<file path="config.mk">
export PLATFORM = sky130hd
export DESIGN_NAME = rgb565_frame_fifo
export DESIGN_NICKNAME = d
export VERILOG_FILES = /design/src/rtl/rgb565_frame_fifo.sv
export SDC_FILE = /design/constraint.sdc
export NUM_CORES = 1
export LEC_CHECK = 0
export CAP_MARGIN = 5
export CELL_PAD_IN_SITES_DETAIL_PLACEMENT = 0
export CELL_PAD_IN_SITES_GLOBAL_PLACEMENT = 1
export CORE_MARGIN = 4
export CORE_UTILIZATION = 50
export CTS_CLUSTER_SIZE = 24
export DETAILED_ROUTE_END_ITERATION = 10
export PLACE_DENSITY_LB_ADDON = 0.1
export SLEW_MARGIN = 20
export SYNTH_ARGS = -nofsm -noshare
export SYNTH_HDL_FRONTEND = slang
export SYNTH_SLANG_ARGS = --single-unit
</file>
<file path="constraint.sdc">
create_clock -name iClk -period 10.15 [get_ports iClk]
set_clock_uncertainty 0.15 [all_clocks]
set_input_delay 2.03 -clock iClk [delete_from_list [all_inputs] [get_ports iClk]]
set_output_delay 2.03 -clock iClk [all_outputs]
set_load 0.1 [all_outputs]
</file>
<file path="src/rtl/rgb565_frame_fifo.sv">
// rgb565_frame_fifo
// Elastic buffer between pixel conversion and the output-buffer write side.
// Each stored entry carries the pixel plus raster tags {eof, eol, sof}.
//
// Handshake: the output side is first-word-fall-through. wOValid is high
// whenever at least one entry is held; a pixel leaves the FIFO on every
// iClk cycle where wOValid and wOReady are both high. While wOValid=1 and
// wOReady=0 the head entry (data and tags) is held stable. The input side
// has no backpressure: a push attempt into a full FIFO without a same-cycle
// pop drops the pixel and sets the sticky overflow flag.
module rgb565_frame_fifo #(
    parameter int H_ACT = 480,
    parameter int V_ACT = 272,
    parameter int DEPTH = 16,
    parameter int DW    = 16
) (
    input  logic                     iClk,
    input  logic                     wRst,
    input  logic                     wEnClk,
    input  logic                     wStCnn,
    input  logic                     wFgRgb565Valid,
    input  logic [DW-1:0]            wRgb565,
    input  logic                     wOReady,
    output logic                     wOValid,
    output logic [DW-1:0]            wOData,
    output logic                     wOSof,
    output logic                     wOEol,
    output logic                     wOEof,
    output logic                     wOvf,
    output logic [$clog2(DEPTH):0]   wLevel,
    output logic                     wFrameDone
);

    localparam int AW = $clog2(DEPTH);
    localparam int XW = $clog2(H_ACT);
    localparam int YW = $clog2(V_ACT);
    localparam int EW = DW + 3;

    localparam logic [XW-1:0] X_LAST   = XW'(H_ACT - 1);
    localparam logic [YW-1:0] Y_LAST   = YW'(V_ACT - 1);
    localparam logic [AW:0]   FULL_LVL = (AW + 1)'(DEPTH);
    localparam logic [AW:0]   LVL_ONE  = (AW + 1)'(1);
    localparam logic [AW-1:0] PTR_ONE  = AW'(1);
    localparam logic [XW-1:0] X_ONE    = XW'(1);
    localparam logic [YW-1:0] Y_ONE    = YW'(1);

    logic [EW-1:0] mem_q [DEPTH];

    logic [AW-1:0] wr_ptr_q, wr_ptr_d;
    logic [AW-1:0] rd_ptr_q, rd_ptr_d;
    logic [AW:0]   level_q, level_d;
    logic [XW-1:0] x_q, x_d;
    logic [YW-1:0] y_q, y_d;
    logic          ovf_q, ovf_d;
    logic          fdone_q, fdone_d;

    logic          push_try;
    logic          push_ok;
    logic          pop;
    logic          full;
    logic          sof_tag, eol_tag, eof_tag;
    logic [EW-1:0] head;
    logic [EW-1:0] wr_entry;

    // Push/pop decisions, raster tagging and next-state for all control registers.
    always_comb begin
        push_try = wEnClk & wFgRgb565Valid & wStCnn;
        full     = (level_q == FULL_LVL);
        pop      = (level_q != '0) & wOReady;
        // A full FIFO can still accept when the head leaves in the same cycle.
        push_ok  = push_try & (~full | pop);
        head     = mem_q[rd_ptr_q];

        sof_tag  = (x_q == '0) && (y_q == '0);
        eol_tag  = (x_q == X_LAST);
        eof_tag  = eol_tag && (y_q == Y_LAST);
        wr_entry = {eof_tag, eol_tag, sof_tag, wRgb565};

        wr_ptr_d = push_ok ? wr_ptr_q + PTR_ONE : wr_ptr_q;
        rd_ptr_d = pop ? rd_ptr_q + PTR_ONE : rd_ptr_q;

        level_d = level_q;
        case ({push_ok, pop})
            2'b10:   level_d = level_q + LVL_ONE;
            2'b01:   level_d = level_q - LVL_ONE;
            default: level_d = level_q;
        endcase

        // Position advances on every attempt (stored or dropped) so tags stay
        // raster-aligned; an idle CNN parks the position at the frame origin.
        x_d = x_q;
        y_d = y_q;
        if (!wStCnn) begin
            x_d = '0;
            y_d = '0;
        end else if (push_try) begin
            if (x_q == X_LAST) begin
                x_d = '0;
                y_d = (y_q == Y_LAST) ? '0 : y_q + Y_ONE;
            end else begin
                x_d = x_q + X_ONE;
            end
        end

        ovf_d   = ovf_q | (push_try & ~push_ok);
        fdone_d = pop & head[EW-1];
    end

    // Storage array; contents are don't-care after reset, so no reset here.
    always_ff @(posedge iClk) begin
        if (push_ok) begin
            mem_q[wr_ptr_q] <= wr_entry;
        end
    end

    // Control registers with synchronous active-high reset.
    always_ff @(posedge iClk) begin
        if (wRst) begin
            wr_ptr_q <= '0;
            rd_ptr_q <= '0;
            level_q  <= '0;
            x_q      <= '0;
            y_q      <= '0;
            ovf_q    <= 1'b0;
            fdone_q  <= 1'b0;
        end else begin
            wr_ptr_q <= wr_ptr_d;
            rd_ptr_q <= rd_ptr_d;
            level_q  <= level_d;
            x_q      <= x_d;
            y_q      <= y_d;
            ovf_q    <= ovf_d;
            fdone_q  <= fdone_d;
        end
    end

    // Head data and tags are gated by valid so every output reads 0 when empty.
    always_comb begin
        wOValid    = (level_q != '0);
        wOData     = wOValid ? head[DW-1:0] : '0;
        wOSof      = wOValid & head[DW];
        wOEol      = wOValid & head[DW+1];
        wOEof      = wOValid & head[DW+2];
        wOvf       = ovf_q;
        wLevel     = level_q;
        wFrameDone = fdone_q;
    end

endmodule

</file>
# After elaboration in Yosys (flattened, before gate mapping)
# Memory sizes are Yosys's and may differ from the RTL's. A register that Yosys moved wholly into a read port is not among the register bits.
# Index checks and enable logic that the tools add are counted.
[totals]
reg_bits = 33
ram_bits = 304
out_inout_bits = 27
n_memories = 1
[mem_list]
columns = ["name", "depth", "width", "rd", "rd_clocked_by_memory_dff", "write_ports", "line", "source"]
rows = [
  ["mem_q", 16, 19, 1, 1, 1, "47", "logic [EW-1:0] mem_q [DEPTH];"],
]
[op_classes]
addsub = 6
eq_ne = 5
n_mux = 8
bitwise = 14
n_reduce_logical = 8
[ops]
columns = ["operator", "count"]
rows = [
  ["adder 9 x 1 -> 9 bit, second input constant", 2],
  ["equality test 9 bit, second input constant", 2],
  ["zero test 9 bit", 2],
  ["2-to-1 mux 9 bit", 2],
  ["2-to-1 mux 16 bit", 1],
  ["case mux 5 bit (2 select lines)", 1],
  ["AND 1 bit", 9],
  ["adder 4 x 1 -> 4 bit, second input constant", 2],
  ["2-to-1 mux 4 bit", 2],
  ["adder 5 x 1 -> 5 bit, second input constant", 1],
  ["equality test 5 bit, second input constant", 1],
  ["nonzero test 5 bit", 1],
  ["subtractor 5 x 1 -> 5 bit, second input constant", 1],
  ["inverter 1 bit", 3],
  ["equality test 2 x 1 -> 1 bit, second input constant", 1],
  ["equality test 2 bit, second input constant", 1],
  ["logical AND 1 bit", 2],
  ["2-to-1 mux 1 bit", 2],
  ["OR 1 bit", 2],
  ["AND reduction 2 bit", 1],
  ["nonzero test 2 bit", 1],
  ["OR reduction 2 bit", 1],
]

# Depth between registers and ports, before layout
# Gate-level depths: netlist of the first run.
[logic_depth]
ltp_word = 7
ltp_mapped = 10
mapped_depth_nobuf = 10

# Worst setup path after synthesis of the first run
# OpenSTA, ideal clock, no wires.
[synth_timing]
path_type = "register to output"
startpoint = "register level_q[3], in the netlist wLevel[3]"
endpoint = "output wOData[10]"
arrival_ns = 4.061
setup_slack_ns = 3.909
path_stages_with_launch = 7
n_path_buf = 1
cell_sequence = "dfxtp_1 > or4_4 > nor2_1 > inv_1 > nand2_1 > buf_2 > o22ai_1"
[synth_via]
elab_chain_cells = 2
[synth_lines]
columns = ["item", "line", "source"]
rows = [
  ["from (decl)", "51", "logic [AW:0] level_q, level_d;"],
  ["from (signal assigned)", "129", "level_q <= level_d;"],
  ["nonzero test 5 bit", "139", "wOValid = (level_q != '0);"],
  ["via wOValid", "24", "output logic wOValid,"],
  ["2-to-1 mux 16 bit", "140", "wOData = wOValid ? head[DW-1:0] : '0;"],
  ["to (decl)", "25", "output logic [DW-1:0] wOData,"],
]
# The timed path passes the listed nets, and every way through them passes these cells.

==> summary.md, run 1 <==
| Metric | Value |
|---|---|
| Status | finished clean |
| Nets@finish | 785 |
| Peak Freq | around 0.15 GHz |
| Core Area | 26200 sq um |
| CTS-repair resized insts | 0 |
| Final Critical Period | between 6 and 7 ns |
| Static leakage | 4.80 nW |
| Num CTS Buffers | 35 |
| Final Cycle Share | 64.9% |
| Hold-fix buffers, CTS | 0 |
| Row Count | 59 |
| Final Util | 59.1% |
| Slew headroom | about a third |
| Die ar. | just under 30000 sq um |
| Worst skew pair latency | 0.50 ns |
| Synth area leader | edfxtp_1 |
| GRT Resource Usage Total | between 10% and 20% |
| Yosys cell types | 46 |
| Synth top area cells | edfxtp_1, mux4_2, dfxtp_1, mux2i_1, nor2_1 |
| Drt pass-1 iters | 5 |
| Routed vias/inst | approximately 6 |
| Synthesized netlist cell count | between 600 and 700 |
| H-Tree Depth | 2 |
| Max VDD drop | between 300 and 400 uV |
| Max-cap viol count | 0 |
| Global-route wire length before repair | approximately 41 mm |
| Fillers | 1886 |
| Drt wl/cell | 24.5 microns |
| Most common cell in the netlist | edfxtp_1 |
| Vias in the first global route | 6910 |
| Die height | 172 microns |
| Ant. Diodes | 0 |
| Most frequent cells after synthesis | edfxtp_1, mux4_2, nor2_1, mux2i_1, dfxtp_1 |
| # port buffers | 48 |
| HP Class | flip-flop to flip-flop |
| Endpoints failing hold | 0 |
| Async SR Flop Fraction | 0% |
| CTS root buffer | clkbuf_16 |
| Setup CP Type | flip-flop to output pin |
| Mapped Area | 13400 sq um |
| Number of routed nets with antenna violations | 0 |
| Initial DRC Count | 639 |
| I/O Pins | 49 |
| Number of warnings issued by yosys | 0 |
| DRC Markers | 0 |
| RSZ-0062 raised after global routing | no |
| Top-area cell type share of the netlist area | 68.1% |
| Final setup violation count | 0 |
| Number of enable flip-flop cells after synthesis | 304 |
| Slew Limit Fails | 0 |
| Yosys reg bits | 341 |
| Crit path arrival time | between 4 and 5 ns |
| CP startpoint kind | flip-flop |
| Max Root-Sink Buffers | 3 |
| TritonCTS clock tree | built |
| Dpl hpwl | 14.4 mm |
| Clk slew on worst S/H paths | 0.06 ns |
| Syn_area_per_cell | 19.5 sq um |
| Required @ worst endpoint | 7.97 ns |
| Vias | ~6500 |
| Largest net degree at the start of global routing | 43 |
| Worst-Margin Slew | between 1 and 1.5 ns |
| Setup bufs post-CTS | 0 |
| Clock Sinks | 341 |
| Total grt overflow | 0 |
| PD cells | 267 nW/um^2 |
| Die W | 172 microns |
| Post-synth top flop | edfxtp_1 |
| Layout cell share with drive strength beyond 1 | 21.1% |
| Drt total wl | 27.1 mm |
| RePlAce Congestion | 0.795 |
| Syn-to-layout area delta | 15.6% |
| Setup TNS | 0 ns |
| Number of antenna violations at the first check in global routing | 0 |
| CP endpoint kind | output pin |
| Register area share after synthesis | 73.7% |
| Initial Util | 51.1% |
| Mapped Nets | 723 |
| Critical Path Fanout Max | 42 |
## registers in the layout, summed over array words and instances, names as in the netlist, named ones only
signal / flops
rd_ptr_q: 4
wLevel: 5
x_q: 9
wOvf: 1
y_q: 9
wr_ptr_q: 4
mem_q: 304
wFrameDone: 1
## report_power, final
part           switching [mW]  total (mW)  internal [mW]  leakage (nW)
logic                   0.881        1.26          0.380          1.15
clock network           0.500        1.26          0.762         0.553
registers              0.0571        1.60           1.55          3.10
total                    1.44        4.13           2.69          4.80
## kinds of logic after synthesis
kind of cell,synth area share [%]
flip-flops,73.7
multiplexers,16.0
AND/OR/NAND/NOR,4.30
buffers and inverters,1.53
AO/OA/AOI/OAI,1.78
XOR/XNOR,1.50
adder cells (fa/ha/maj),1.27
## metrics by stage
stage	instance area [sq um]	power, mW	instances	setup slack, ns	hold WS [ns]
after floorplan	13400	2.61	688	3.91	0.308
after global placement	14300	2.89	1047	3.98	0.308
after detailed placement	14400	2.91	1048	3.98	0.309
after CTS	15500	4.17	1108	3.43	0.328
after global routing	15500	4.29	1108	3.25	0.364
final	15500	4.13	1108	3.56	0.322
## cells in the final DEF, fill, tap and decap left out, types with 3 or more instances in the layout
master / synthesis / final
o22ai_1: 18 / 18
a21oi_1: 9 / 9
ha_1: 12 / 12
nor3_2: 0 / 4
xor2_1: 13 / 13
clkinv_2: 0 / 6
clkbuf_1: 8 / 5
dfxtp_1: 37 / 34
nand3_1: 8 / 8
mux2i_1: 38 / 38
nor3_1: 8 / 4
xnor2_1: 10 / 10
clkbuf_16: 0 / 37
nor2_1: 45 / 33
nor2b_1: 4 / 4
nand4_1: 7 / 7
buf_4: 0 / 7
nor2_4: 0 / 12
inv_1: 12 / 12
edfxtp_1: 304 / 304
clkdlybuf4s50_1: 0 / 48
nand2b_1: 3 / 3
nand2_1: 21 / 20
bufinv_16: 0 / 4
mux4_2: 77 / 77
nor4_1: 4 / 3
clkinv_1: 0 / 7
## critical path, stage by stage (launching register included)
cell and delay, ns:
dfxtp_4 0.81, buf_4 0.78, mux4_2 0.59, mux4_2 0.54, nor2b_1 0.16, clkdlybuf4s50_1 0.97
## per-layer routing
layer | share of wire [%] | vias to the layer above | global-route usage [%]
met5 | 0 | - | 0
met3 | 5.2 | 45 | 3.36
met1 | 42 | 3401 | 25.6
li1 | - | 2892 | -
met4 | 1.7 | 0 | 4.75
met2 | 51 | 171 | 31.9
## area by class of cell
cell class	count	area (sq um)	area share, %
clock buffers	42	945	6.10
clock inverters	18	184	1.19
inverters	12	45.0	0.291
multi-input cells	304	3450	22.3
flip-flops and latches	341	9880	63.8
well taps	335	419	2.71
repair buffers	56	561	3.62
## worst paths after layout
| kind | start | to | slack [ns] | depth (start not counted) |
|---|---|---|---|---|
| setup / recovery | flip-flop | wOEof | 3.56 | 5 |
| hold reg to reg | wOvf$_SDFF_PP0_ | wOvf$_SDFF_PP0_ | 0.32 | 2 |
| setup reg to reg | flip-flop | wFrameDone$_SDFF_PP0_ | 6.92 | 4 |
| hold / removal | wOvf$_SDFF_PP0_ | wOvf$_SDFF_PP0_ | 0.32 | 2 |
No activity file was read; power rests on OpenSTA's default activity.
==> run 2, diff against run 1 <==
--- a/config.mk
+++ b/config.mk
@@ -9,7 +9,7 @@
 export CELL_PAD_IN_SITES_DETAIL_PLACEMENT = 0
 export CELL_PAD_IN_SITES_GLOBAL_PLACEMENT = 1
 export CORE_MARGIN = 4
-export CORE_UTILIZATION = 50
+export CORE_UTILIZATION = 48
 export CTS_CLUSTER_SIZE = 24
 export DETAILED_ROUTE_END_ITERATION = 10
 export PLACE_DENSITY_LB_ADDON = 0.1
==> constraint.sdc (replaced) <==
create_clock -name iClk -period 5.75 [get_ports iClk]
set_clock_uncertainty 0.15 [all_clocks]
set_input_delay 1.15 -clock iClk [delete_from_list [all_inputs] [get_ports iClk]]
set_output_delay 1.15 -clock iClk [all_outputs]
set_load 0.1 [all_outputs]
==> summary.md, run 2 (synthesized netlist as in run 1, its figures left out) <==
| Metric | Value |
|---|---|
| Vias | 6639 |
| PD cells | 466 nW/um^2 |
| Initial Util | 49.3% |
| Reg2reg end | wLevel[4]$_SDFFE_PP0P_ |
| Endpoints failing hold | 0 |
| Worst skew pair latency | 0.51 ns |
| Setup TNS | 0 ns |
| CP peak stage delay | between 1 and 1.5 ns |
| Max Root-Sink Buffers | 3 |
| CP endpoint kind | output pin |
| R2R Path Start | wLevel[3]$_SDFFE_PP0P_ |
| Status | finished clean |
| # port buffers | 48 |
| CP startpoint kind | flip-flop |
| Worst Setup SP | wLevel[3]$_SDFFE_PP0P_ |
| Drt total wl | 27.6 mm |
| Post-place setup slack | 1.22 ns |
| Num CTS Buffers | 37 |
| Critical path depth | 7 |
| CTS-repair resized insts | 0 |
| H-Tree Depth | 2 |
| Fin cells | 1173 |
| Clk slew on worst S/H paths | around 0.060 ns |
| Routed vias/inst | between 5 and 6 |
| Core Area | 27200 sq um |
| Global-route wire length before repair | 42.6 mm |
| I/O Pins | 49 |
| Dpl hpwl | 16.3 mm |
| Total grt overflow | 0 |
| RSZ-0062 raised after global routing | no |
| Ant. Diodes | 0 |
| Die W | between 150 and 200 microns |
| TritonCTS clock tree | built |
| Row Count | 60 |
| Vias in the first global route | ~7000 |
| Largest register FFs | 304 |
| Hold-fix buffers, CTS | 0 |
| Power share of the sequential group | 39.0% |
| Number of routed nets with antenna violations | 0 |
| CTS root buffer | clkbuf_16 |
| WHS | 0.332 ns |
| Layout cell share with drive strength beyond 1 | 23.0% |
| Worst path cell trace | or4_4 -> nor2_1 -> inv_1 -> nand2_1 -> buf_4 -> o22ai_1 -> clkdlybuf4s50_1 |
| Placed cell areas | about 14000 sq um |
| Sw Ratio | 34.8% |
| Slew headroom | between 30% and 40% |
| Final setup violation count | 0 |
| Peak Freq | 0.199 GHz |
| Biggest regs | mem_q (304), x_q (9), y_q (9) |
| Nets@finish | 809 |
| Reg with most FFs | mem_q |
| Worst-Margin Slew | just over 1 ns |
| Slowest CP cell | clkdlybuf4s50_1 |
| Initial DRC Count | 564 |
| Cell area after layout | 15700 sq um |
| Slew Limit Fails | 0 |
| Largest net degree at the start of global routing | 55 |
| Net switching power | 2.54 mW |
| Final Cycle Share | between 80 and 90% |
| Static leakage | a little under 5 nW |
| Setup CP Type | flip-flop to output pin |
| Critical Path End | wOData[0] |
| Die height | 175 microns |
| CP bufs+invs | 3 |
| Internal | 4.76 mW |
| Number of antenna violations at the first check in global routing | 0 |
| Logic pwr share | between 30% and 40% |
| Worst r2r path cells | 10 |
| Crit path arrival time | 3.73 ns |
| R2R Setup Slk | 2.64 ns |
| Setup bufs post-CTS | 0 |
| Max-cap viol count | 0 |
| Syn-to-layout area delta | 17.0% |
| Crit-path leading delay family | buffers and inverters |
| Final worst slack | 0.722 ns |
| Final Util | 57.7% |
| Critical Path Fanout Max | 12 |
| Drt pass-1 iters | 5 |
| DRC Markers | 0 |
| Required @ worst endpoint | 4.45 ns |
| GRT Resource Usage Total | about 18% |
| Power Total | about 7.3 mW |
| Commonest non-fill, non-tap cell in the layout | edfxtp_1 |
| Max VDD drop | 475 uV |
| HP Class | flip-flop to flip-flop |
| Most frequent cells in the layout | edfxtp_1, mux4_2, clkdlybuf4s50_1, clkbuf_16, mux2i_1 |
| Die ar. | 30600 sq um |
| RePlAce Congestion | 0.763 |
| Placed Cells incl. Taps | approximately 1100 |
| Clk pwr share | 30.7% |
| Drt wl/cell | 23.5 microns |
| Clock Sinks | 341 |
| Final Critical Period | 5.03 ns |
-- run 2: cell types whose count changed in the layout (fill, tap and decap cells not counted), moves of 2 or more --
| cell | before | now |
|---|---|---|
| buf_12 | 0 | 2 |
| nor2_4 | 12 | 0 |
| buf_4 | 7 | 28 |
| bufinv_16 | 4 | 1 |
| clkbuf_16 | 37 | 39 |
| nor2_2 | 0 | 12 |
| clkbuf_1 | 5 | 12 |
| clkinv_2 | 6 | 2 |
| clkbuf_8 | 0 | 5 |
-- run 2: how the worst min path moves through the flow --
stage                        startpoint                  end  slack, ns  cells past startpoint
floorplan           y_q[1]$_SDFFE_PP0P_  y_q[1]$_SDFFE_PP0P_       0.31                      2
global placement        wOvf$_SDFF_PP0_      wOvf$_SDFF_PP0_       0.31                      2
detailed placement      wOvf$_SDFF_PP0_      wOvf$_SDFF_PP0_       0.33                      2
CTS                     wOvf$_SDFF_PP0_      wOvf$_SDFF_PP0_       0.34                      2
global route        x_q[0]$_SDFFE_PP0P_  x_q[0]$_SDFFE_PP0P_       0.37                      2
finish                  wOvf$_SDFF_PP0_      wOvf$_SDFF_PP0_       0.33                      2
-- run 2: layout make-up --
cell class | count | area, sq um
Clock inverter | 10 | 71.3
Clock buffer | 56 | 1090
Fill cell | 2082 | 11500
Tap cell | 372 | 465
Inverter | 12 | 45.0
Sequential cell | 341 | 9880
Timing Repair Buffer | 78 | 731
Multi-Input combinational cell | 304 | 3390
-- run 2: worst reg2reg max path, cell delays in order, from the launching register on --
cell,delay [ns]
dfxtp_1,0.34
or4_4,0.60
o21a_1,0.27
nand2_1,0.15
inv_1,0.09
ha_1,0.32
nor2b_1,0.15
o21a_1,0.19
or4_1,0.41
and3_1,0.18
nor3_1,0.17
-- run 2: metal layers --
| layer | track usage, % | vias up | wire (microns) |
|---|---|---|---|
| met5 | 0 | - | 0 |
| met4 | 4.91 | 0 | 498 |
| met3 | 3.61 | 40 | 1540 |
| met2 | 28.8 | 185 | 13200 |
| met1 | 26.7 | 3473 | 12300 |
| li1 | - | 2941 | - |
-- run 2: power by group through the flow --
stage	Clock, mW	Combinational, mW	Sequential (mW)
2_1_floorplan	0	1.67	2.94
3_3_place_gp	0	2.22	2.90
3_5_place_dp	0	2.24	2.90
4_1_cts	2.30	2.24	2.85
5_1_grt	2.41	2.32	2.86
6_report	2.24	2.22	2.85
